## src/rtl/fft_mul_seq_ctrl_if.sv

```systemverilog
// Handshake bundle between the upstream stage controller (master) and the
// butterfly-multiplier sequencer (slave).
interface fft_mul_seq_ctrl_if #(
    parameter int SEL_W = 2,
    parameter int PH_W  = 1
);
    logic             en;
    logic             cont;
    logic             clr;
    logic             mul_en;
    logic [SEL_W-1:0] mul_sel;
    logic [PH_W-1:0]  phase_idx;
    logic             start_pulse;
    logic             frame_done;
    logic             busy;
    logic             overrun;

    modport master (
        output en, cont, clr,
        input  mul_en, mul_sel, phase_idx, start_pulse, frame_done, busy, overrun
    );
    modport slave (
        input  en, cont, clr,
        output mul_en, mul_sel, phase_idx, start_pulse, frame_done, busy, overrun
    );
endinterface

```

## src/rtl/fft_mul_seq_ctrl.sv

```systemverilog
// Sequencer for one FFT butterfly-multiplier stage: walks N_PHASE phases of
// SEL_PER_PHASE select slots, BURST_LEN cycles each, with registered outputs.
module fft_mul_seq_ctrl #(
    parameter int N_PHASE       = 2,
    parameter int SEL_PER_PHASE = 2,
    parameter int BURST_LEN     = 4
) (
    input logic               clk,
    input logic               rstn,
    fft_mul_seq_ctrl_if.slave bus
);
    localparam int SEL_W = (N_PHASE * SEL_PER_PHASE > 1) ? $clog2(N_PHASE * SEL_PER_PHASE) : 1;
    localparam int PH_W  = (N_PHASE > 1) ? $clog2(N_PHASE) : 1;
    localparam int BW    = (BURST_LEN > 1) ? $clog2(BURST_LEN) : 1;
    localparam int SW    = (SEL_PER_PHASE > 1) ? $clog2(SEL_PER_PHASE) : 1;

    localparam logic [BW-1:0]   B_LAST = BW'(BURST_LEN - 1);
    localparam logic [SW-1:0]   S_LAST = SW'(SEL_PER_PHASE - 1);
    localparam logic [PH_W-1:0] P_LAST = PH_W'(N_PHASE - 1);

    typedef enum logic [1:0] {IDLE, RUN, WAIT} state_t;

    state_t           state, state_n;
    logic [BW-1:0]    burst_cnt, burst_n;
    logic [SW-1:0]    slot_cnt, slot_n;
    logic [PH_W-1:0]  phase_q, phase_n;
    logic [SEL_W-1:0] sel_q, sel_n;
    logic             mul_en_q, mul_en_n;
    logic             busy_q, busy_n;
    logic             start_q, start_n;
    logic             done_q, done_n;
    logic             ovr_q, ovr_n;

    logic last_burst, last_slot, last_phase;
    assign last_burst = (burst_cnt == B_LAST);
    assign last_slot  = (slot_cnt == S_LAST);
    assign last_phase = (phase_q == P_LAST);

    always_ff @(posedge clk or negedge rstn) begin
        if (!rstn) begin
            state     <= IDLE;
            burst_cnt <= '0;
            slot_cnt  <= '0;
            phase_q   <= '0;
            sel_q     <= '0;
            mul_en_q  <= 1'b0;
            busy_q    <= 1'b0;
            start_q   <= 1'b0;
            done_q    <= 1'b0;
            ovr_q     <= 1'b0;
        end else begin
            state     <= state_n;
            burst_cnt <= burst_n;
            slot_cnt  <= slot_n;
            phase_q   <= phase_n;
            sel_q     <= sel_n;
            mul_en_q  <= mul_en_n;
            busy_q    <= busy_n;
            start_q   <= start_n;
            done_q    <= done_n;
            ovr_q     <= ovr_n;
        end
    end

    always_comb begin
        state_n = state;
        if (bus.clr) begin
            state_n = IDLE;
        end else begin
            case (state)
                IDLE, WAIT: if (bus.en) state_n = RUN;
                RUN: begin
                    if (last_burst && last_slot) begin
                        if (last_phase)    state_n = IDLE;
                        else if (!bus.cont) state_n = WAIT;
                    end
                end
                default: state_n = IDLE;
            endcase
        end
    end

    // Next values of the registered outputs and counters. At end of a
    // non-final phase mul_sel steps to the next phase's first select, so WAIT
    // already presents it.
    always_comb begin
        burst_n  = burst_cnt;
        slot_n   = slot_cnt;
        phase_n  = phase_q;
        sel_n    = sel_q;
        mul_en_n = mul_en_q;
        busy_n   = busy_q;
        start_n  = 1'b0;
        done_n   = 1'b0;
        ovr_n    = ovr_q | ((state == RUN) && bus.en);
        if (bus.clr) begin
            burst_n  = '0;
            slot_n   = '0;
            phase_n  = '0;
            sel_n    = '0;
            mul_en_n = 1'b0;
            busy_n   = 1'b0;
            ovr_n    = 1'b0;
        end else if (state != RUN) begin
            if (bus.en) begin
                mul_en_n = 1'b1;
                busy_n   = 1'b1;
                start_n  = 1'b1;
                burst_n  = '0;
                slot_n   = '0;
            end
        end else begin
            burst_n = last_burst ? '0 : burst_cnt + 1'b1;
            if (last_burst) begin
                slot_n = last_slot ? '0 : slot_cnt + 1'b1;
                if (!last_slot) begin
                    sel_n = sel_q + 1'b1;
                end else if (last_phase) begin
                    phase_n  = '0;
                    sel_n    = '0;
                    mul_en_n = 1'b0;
                    busy_n   = 1'b0;
                    done_n   = 1'b1;
                end else begin
                    phase_n = phase_q + 1'b1;
                    sel_n   = sel_q + 1'b1;
                    if (bus.cont) begin
                        start_n = 1'b1;
                    end else begin
                        mul_en_n = 1'b0;
                        busy_n   = 1'b0;
                    end
                end
            end
        end
    end

    assign bus.mul_en      = mul_en_q;
    assign bus.mul_sel     = sel_q;
    assign bus.phase_idx   = phase_q;
    assign bus.start_pulse = start_q;
    assign bus.frame_done  = done_q;
    assign bus.busy        = busy_q;
    assign bus.overrun     = ovr_q;
endmodule

```

## src/flat_wrapper.sv

```systemverilog
// flat-port wrapper written by rule: the top's interface ports become plain ports
module fft_mul_seq_ctrl_flat 
#(
    parameter int N_PHASE       = 2,
    parameter int SEL_PER_PHASE = 2,
    parameter int BURST_LEN     = 4
)
  (clk, rstn, bus_en, bus_cont, bus_clr, bus_mul_en, bus_mul_sel, bus_phase_idx, bus_start_pulse, bus_frame_done, bus_busy, bus_overrun);
  fft_mul_seq_ctrl_if #(.SEL_W(2), .PH_W(1)) bus_i ();
  input logic clk;
  input logic rstn;
  input wire logic [$bits(bus_i.en)-1:0] bus_en;
  input wire logic [$bits(bus_i.cont)-1:0] bus_cont;
  input wire logic [$bits(bus_i.clr)-1:0] bus_clr;
  output wire logic [$bits(bus_i.mul_en)-1:0] bus_mul_en;
  output wire logic [$bits(bus_i.mul_sel)-1:0] bus_mul_sel;
  output wire logic [$bits(bus_i.phase_idx)-1:0] bus_phase_idx;
  output wire logic [$bits(bus_i.start_pulse)-1:0] bus_start_pulse;
  output wire logic [$bits(bus_i.frame_done)-1:0] bus_frame_done;
  output wire logic [$bits(bus_i.busy)-1:0] bus_busy;
  output wire logic [$bits(bus_i.overrun)-1:0] bus_overrun;
  assign bus_i.en = bus_en;
  assign bus_i.cont = bus_cont;
  assign bus_i.clr = bus_clr;
  assign bus_mul_en = bus_i.mul_en;
  assign bus_mul_sel = bus_i.mul_sel;
  assign bus_phase_idx = bus_i.phase_idx;
  assign bus_start_pulse = bus_i.start_pulse;
  assign bus_frame_done = bus_i.frame_done;
  assign bus_busy = bus_i.busy;
  assign bus_overrun = bus_i.overrun;
  fft_mul_seq_ctrl #(.N_PHASE(N_PHASE), .SEL_PER_PHASE(SEL_PER_PHASE), .BURST_LEN(BURST_LEN)) u_core (.clk(clk), .rstn(rstn), .bus(bus_i));
endmodule
```

## config.mk

```make
export PLATFORM = sky130hd
export DESIGN_NAME = fft_mul_seq_ctrl_flat
export DESIGN_NICKNAME = d
export VERILOG_FILES = /design/src/rtl/fft_mul_seq_ctrl_if.sv /design/src/rtl/fft_mul_seq_ctrl.sv /design/src/flat_wrapper.sv
export SDC_FILE = /design/constraint.sdc
export NUM_CORES = 1
export LEC_CHECK = 0
export ABC_CLOCK_PERIOD_IN_PS = 1400
export CAP_MARGIN = 25
export CORE_MARGIN = 2
export CORE_UTILIZATION = 43
export DETAILED_ROUTE_END_ITERATION = 10
export GPL_ROUTABILITY_DRIVEN = 0
export PLACE_DENSITY = 0.7
export SLEW_MARGIN = 20
export SYNTH_ARGS = -nofsm -noshare
export SYNTH_HDL_FRONTEND = slang
export SYNTH_SLANG_ARGS = --single-unit
export TNS_END_PERCENT = 1
```

## constraint.sdc

```tcl
create_clock -name clk -period 1.4 [get_ports clk]
set_input_delay 0.35 -clock clk [delete_from_list [all_inputs] [get_ports clk]]
set_output_delay 0.35 -clock clk [all_outputs]
set_load 0.005 [all_outputs]
```

Yosys cells after proc, flatten, opt, wreduce, memory -nomap -nowiden
Index checks and enable logic that the tools add are counted.

storage, ports and cells
  logic and storage cells = 82
  flip-flop bits (word level) = 12

operators by class
  add/sub/neg operators = 4
  bitwise gates (word level) = 1
  eq/ne operators = 10
  reduce and logical (&&, ||, !) cells = 13
  multiplexer cells = 45

operators by type and width
  kind                                            number
  two-way mux 1 bit                               30
  two-way mux 2 bit                               14
  != test 3 bit (second input constant)           2
  AND reduction 3 bit                             2
  nonzero test 3 bit                              2
  adder 2 x 1 -> 2 bit (second input constant)    2
  == test 2 bit (second input constant)           2
  != test 4 x 1 -> 1 bit (second input constant)  1
  != test 4 x 3 -> 1 bit (second input constant)  1
  one-hot mux 2 bit (2 select lines)              1
  AND reduction 2 bit                             2
  AND reduction 4 bit                             1
  nonzero test 2 bit                              2
  != test 3 x 2 -> 1 bit (second input constant)  1
  adder 1 bit (second input constant)             2
  == test 2 x 1 -> 1 bit (second input constant)  1
  logical AND 1 bit                               2
  logical NOT 2 bit                               1
  != test 2 x 1 -> 1 bit (second input constant)  1
  != test 2 bit (second input constant)           1
  OR reduction 2 bit                              1
  bitwise OR 1 bit                                1

Longest topological paths before layout
  word-level depth = 6
  depth in mapped cells = 4
  depth with buffers taken out = 4

Worst setup path before layout
Ideal clock, no wire load.

  kind = register to register
  from = register u_core.burst_cnt[0]
  to = register u_core.sel_q[0] (netlist: u_core.bus.mul_sel[0])
  buffers on the path = 0
  stages on the path, launching flop included = 5
  period minus slack after synthesis = 1203 ps
  arrival = 1124 ps
  setup slack = 197 ps
  data required time = 1322 ps
  cell sequence = dfrtp_1 ha_1 nand3b_2 or3b_1 a21oi_1

on the way
  cells in the longest elaborated chain, start to end = 3

RTL lines
  what                                  line                    source
  start, declared                       fft_mul_seq_ctrl.sv:24  logic [BW-1:0] burst_cnt, burst_n;
  start signal, assigned                fft_mul_seq_ctrl.sv:53  burst_cnt <= burst_n;
  == test 2 bit                         fft_mul_seq_ctrl.sv:35  assign last_burst = (burst_cnt == B_LAST);
  nonzero test 2 bit (no source line)   -
  AND reduction 2 bit (no source line)  -
  end signal, assigned                  fft_mul_seq_ctrl.sv:56  sel_q <= sel_n;
  end, declared                         fft_mul_seq_ctrl.sv:27  logic [SEL_W-1:0] sel_q, sel_n;

Every way passes these cells.
A chain may end at the register's enable or synchronous reset.

Final worst setup path
Ends and elaborated chain as after synthesis.

==> results.ini <==
[clock_tree]
htree_levels = 1
clk_path_buf_depth = 2
cts_tree = done
clkTransAtPathRegs_ns = 0.08
worstSkewPairLatency_ns = 0.28
cts_root_buf = clkbuf_4
cts_buffers = 3
clock-sinks = 12

[yosys]
syn_area_per_cell_um2 = 10.1
synth_nets = 66
synth.top_cell.area_share = 0.506
synth-seq-cells = 12
ys_async_sr_fraction = 1.00
syn_inst = 59
synth_cell_types = 22
synth_common_cells = dfrtp_1, a21oi_1, nand2_1
yosys-top-cells-area = dfrtp_1, a21oi_1, nand2_1
synth_most_common_cell = dfrtp_1
synth_flop_cell = dfrtp_1
synth-edff-count = 0
yosysWarnings = 0
yosysSeqAreaShare = 0.506
synth_top_area_cell = dfrtp_1
syn_area_um2 = 593

[place]
pre_cts_slack_ns = 0.0204
dp_hpwl_um = 826
io_buffers = 12

[critical_path]
path_cells = ha_1, nand3b_2, or3b_1, a21oi_1
critPathTopFamily = simple AND/OR/NAND/NOR gates
startpoint_type = flip-flop
critPathKind = reg2reg
worstReg2RegStart = u_core.burst_cnt[0]$_DFFE_PN0P_
critPathCapture = u_core.bus.mul_sel[0]$_DFFE_PN0P_
worst_r2r_path_depth = 4
critPathSlowestCell = dfrtp_1
critPathLaunch = u_core.burst_cnt[0]$_DFFE_PN0P_
critPathMaxStageDelay_ns = 0.39
worstReg2RegEnd = u_core.bus.mul_sel[0]$_DFFE_PN0P_
worstPathArrival_ns = 1.51
path_depth = 4
rrSetupSlack_ns = 0.09
worst-path-buf-inv = 0
critical_path.max_fanout = 4
cp-end-kind = flip-flop
critical_path_required_ns = 1.61

[flow_run]
maxCapViolCount = 0

[floorplan]
rows = 13
coreArea_um2 = 1300
die_w_um = 41.1
start_util = 0.456
die_y_um = 41.1
io_pins = 13
die_area_um2 = 1690

[timing]
tns_ns = 0
finalSetupViolCount = 0
post-route-min-period_ns = 1.31
slew_headroom = 0.827
max_freq_mhz = 766
grt_setup_unrepaired = true
hold_viol = 0
fin_crit_sh = 0.933
worst_pin_slew_ns = 0.260
final.setup.worst_slack_ns = 0.0945
drv_slew = 0
skew_ns = 0.00540

[global_routing]
grt_overflow = 0
grt_pass1_wl_mm = 1.99
grt_max_degree = 13
grt_use_total = 0.193
grt_pass1_vias = 429
antenna_found_initial = 0

[finish]
area_delta_synth_final_pct = 34.0
num-nets-final = 87
diodes = 0
layout-drive-gt1-share = 0.152

[drt]
postRouteAntennaNets = 0
firstDrtPassIters = 2
wl_per_cell_um = 12.7
routed_wl_mm = 1.19
vias_per_cell = 5.14
drt_iter0_drc = 6
drc = 0
via_count = 483

[pwr]
power_density_nw_per_um2 = 913
irDropWorstVdd_v = 0.000552
p_leak_nw = 0.384

[min_path]
min_path_type = in2async

[run_status]
status = finished clean

==> power breakdown <==
part	internal [mW]	total, mW	leakage, nW	switching, mW
Clock	0.158	0.285	0.0210	0.126
Sequential	0.357	0.367	0.163	0.00999
Combinational	0.0384	0.0737	0.199	0.0353
==> cell usage in the layout, fill, tap and decap left out <==
| cell | n |
|---|---|
| dfrtp_1 | 12 |
| a21oi_1 | 8 |
| dlygate4sd2_1 | 8 |
| nand2_1 | 7 |
| buf_4 | 6 |
| nor2_1 | 5 |
| nand2b_1 | 4 |
| clkdlybuf4s50_1 | 4 |
| nand3b_1 | 3 |
| clkbuf_4 | 3 |
| nor2b_1 | 2 |
| nand4b_1 | 2 |
| xor2_1 | 2 |
| nor3b_1 | 1 |
| o32a_1 | 1 |
| or3_1 | 1 |
| nand3b_2 | 1 |
| mux2i_1 | 1 |
| nor4_1 | 1 |
| or3b_1 | 1 |
| inv_1 | 1 |
| o211ai_1 | 1 |
| o21ai_0 | 1 |
| ha_2 | 1 |
| ha_1 | 1 |
| clkbuf_8 | 1 |
==> kinds of logic after synthesis <==
group / Yosys count / share of synthesized area
and+or+nand+nor: 28 / 0.274
buffers and inverters: 3 / 0.0253
muxes: 1 / 0.0169
DFF: 12 / 0.506
xor gates and xnor gates: 2 / 0.0295
adders and majority gates: 2 / 0.0422
AOI/OAI and AO/OA: 11 / 0.105
==> metrics by stage <==
step                hold WS, ns  std cells  area [um^2]  power, mW  utilization
floorplan                0.0544         59          593      0.405            -
global placement          0.489         88          751      0.453        0.577
detailed placement        0.498         88          751      0.455        0.577
CTS                       0.363         94          792      0.733        0.609
global route              0.404         94          795      0.763        0.611
finish                    0.355         94          795      0.726        0.611
==> routing by layer <==
| metal | vias up | GRT usage | routed length [um] |
|---|---|---|---|
| li1 | 245 | - | - |
| met1 | 221 | 0.238 | 552 |
| met2 | 13 | 0.285 | 527 |
| met3 | 4 | 0.0326 | 69 |
| met4 | 0 | 0.169 | 43 |
| met5 | - | 0 | 0 |
==> state kept, by name, summed over array words and instances (netlist names) <==
name                    count
u_core.burst_cnt            2
u_core.bus.mul_sel          2
u_core.state                2
u_core.bus.frame_done       1
u_core.bus.mul_en           1
u_core.bus.overrun          1
u_core.bus.phase_idx        1
u_core.bus.start_pulse      1
u_core.last_slot            1
==> layout make-up <==
class / instances / area, um^2
timing repair buffer: 18 / 155
sequential: 12 / 300
fill: 123 / 507
multi-input combinational: 44 / 280
clock buffer: 4 / 36.3
inverter: 1 / 3.75
tap: 15 / 18.8
==> worst reg2reg max path, stage by stage (launching register included) <==
cell      delay, ns
dfrtp_1        0.39
ha_1           0.22
nand3b_2       0.14
or3b_1         0.36
a21oi_1        0.13
==> worst min-delay path by stage <==
stage,end,cells past startpoint
global placement,u_core.bus.overrun$_DFF_PN0_,2
floorplan,u_core.burst_cnt[0]$_DFFE_PN0P_,0
global route,u_core.bus.start_pulse$_DFF_PN0_,2
CTS,u_core.bus.start_pulse$_DFF_PN0_,2
finish,u_core.bus.start_pulse$_DFF_PN0_,2
detailed placement,u_core.bus.overrun$_DFF_PN0_,2
==> timing repair <==
| action | CTS | global route |
|---|---|---|
| gates resized for setup | 8 | 1 |
| endpoints found under the hold margin | 0 | 0 |
| setup buffers | 2 | 0 |
| pin swaps | 0 | 1 |
| endpoints found under the setup margin | 8 | 1 |
| hold buffers | 0 | 0 |
Power figures use the tool's default switching activity.
==> RTL change: new RTL, config.mk and constraints unchanged <==
Make the reset (`rstn`) synchronous in one clocked block.
--- a/src/rtl/fft_mul_seq_ctrl.sv
+++ b/src/rtl/fft_mul_seq_ctrl.sv
@@ -36,7 +36,7 @@
     assign last_slot  = (slot_cnt == S_LAST);
     assign last_phase = (phase_q == P_LAST);
 
-    always_ff @(posedge clk or negedge rstn) begin
+    always_ff @(posedge clk) begin
         if (!rstn) begin
             state     <= IDLE;
             burst_cnt <= '0;
Check against the original RTL: differs if rstn is asserted again (counterexample within 4 cycles, from zero or initial values and one cycle with rstn low); with rstn held inactive, the same outputs for 10 cycles.
==> RTL change against the unedited design <==
  * Power shrank 14%
  * Combinational power down 23%
  * Cell area decreased by 11%
  * Synthesized area shrank 12%
  * Sequential cell count unchanged
  * Largest cell class is now multi-input combinational cells
  * Critical path type unchanged
  * Worst setup slack better by 0.013 ns
  * Routed wire length down 12%
  * Sequential power fell by 5%
  * First-iteration DRC count is 33% lower
==> RTL change: results (changes against the unedited design) <==
CTS
  – Post-cts resize count: 10 (+2)
  – Post-CTS setup buffer count: 0 (-2)
  – Root buffer cell: clkbuf_4

Yosys
  – Syn Area/Cell: 9.11 um2 (-9.4%)
  – Most frequent cells after synthesis: dfxtp_1 (12), a21oi_1 (9), nor2_1 (6), nand2_1 (5), nand2b_1 (3)
  – Asr flop ratio synth: 0% (-100 points)
  – Sequential share of the synthesized area: 46.3% (-4.4 points)
  – Count of different cell masters after synthesis: 24 (+9.1%)
  – Mapped Nets: 63 (-4.5%)
  – Ys flop type: dfxtp_1
  – Yosys warns: 0 (unchanged)
  – Synth area leaders: dfxtp_1 (46%), a21oi_1 (8.7%), nor2_1 (4.3%), nand2_1 (3.6%), nand2b_1 (3.6%)

Status
  – Outcome: completed

Layout
  – Area Overhead vs Synth: 35.4%
  – Share of post-route cells with drive strength above 1: 20.0% (+4.8 points)
  – Fin nets: 83 (-4.6%)
  – Layout Cells excl Fill: 89 (-5.3%)
  – Fillers: 102 (-17%)
  – Ant. Diodes: 0 (unchanged)

Critical path
  – Cell family with most CP delay: compound AO/OA/AOI/OAI gates
  – Worst Path Arrival: 1.49 ns (-0.02 ns)
  – Crit-path max FO: 3 (-1)
  – Slowest CP cell: a2111o_1

Detailed routing
  – Post-DR wirelength/cell: 11.7 um (-7.5%)
  – Initial DRC count: 4 (-2)
  – Routed via count: 475 (-1.7%)

Placed design
  – Dpl hpwl: 807 um (-2.3%)
  – Placed Area: 683 um2 (-9.0%)
  – Cell total after placement: 86 (-2.3%)
  – Worst slack, placed: 0.0141 ns (-0.00625 ns)

STA
  – Skew final: 0.00517 ns (-0.000230 ns)
  – Tightest Pin Transition: 0.242 ns (-0.0172 ns)

Global route
  – Largest net degree at the start of global routing: 8 (-5)
  – Vias in the first global route: 419 (-2.3%)
  – First-pass GRT wire length: 1660 um (-17%)
  – Total GRT Usage: 17.6% (-1.7 points)

Power and ir drop
  – Leakage power: 0.000310 uW (-19%)
  – Peak VDD IR: 0.000547 V (-0.81%)

Min path
  – Worst min path class: reg -> reg
## RTL change: changes by cell type after synthesis, sizes merged, moves of 2 or more
cell,unedited run,this run
nand3,0,2
xor2,2,0
dfrtp,12,0
nand3b,4,1
nand2,7,5
nand4b,2,0
and4b,0,2
dfxtp,0,12
## RTL change: worst paths after layout
kind | startpoint | endpoint | slack (ns) | depth (start not counted)
setup / recovery | u_core.burst_cnt[0] | u_core.bus.mul_sel[1] | 0.11 | 4
hold / removal | u_core.bus.mul_sel[0] | u_core.bus.mul_sel[0] | 0.47 | 2
setup reg to reg | u_core.burst_cnt[0] | u_core.bus.mul_sel[1] | 0.11 | 4
hold reg to reg | u_core.bus.mul_sel[0] | u_core.bus.mul_sel[0] | 0.47 | 2
## RTL change: layer usage
| metal | GRT usage [%] | wire, um |
|---|---|---|
| met5 | 0 | 0 |
| met4 | 15.5 | 40 |
| met3 | 6.94 | 40 |
| met2 | 25.0 | 481 |
| met1 | 19.9 | 483 |
## RTL change: power groups by stage
stage,Combinational (uW),Clock [uW],Sequential (uW)
finish,56.5,214,350
global placement,58.7,0,358
CTS,57.2,215,351
global route,62.2,236,351
floorplan,28.3,0,358
detailed placement,59.6,0,359
## RTL change: kinds of logic after synthesis
logic type,Yosys count,share of synthesized area [%]
multiplexers,1,2.89
flip-flops,12,46.3
adder cells (fa/ha/maj),1,2.41
AND/OR/NAND/NOR,22,23.9
buffers and inverters,4,3.61
AO/OA/AOI/OAI,16,19.3
XOR/XNOR,1,1.69
## RTL change: cell type report
class	count	share of cell area (%)
Clock buffer	3	3.20
Multi-Input combinational cell	41	37.0
Tap cell	14	2.49
Timing Repair Buffer	17	21.5
Inverter	2	1.07
Sequential cell	12	34.7
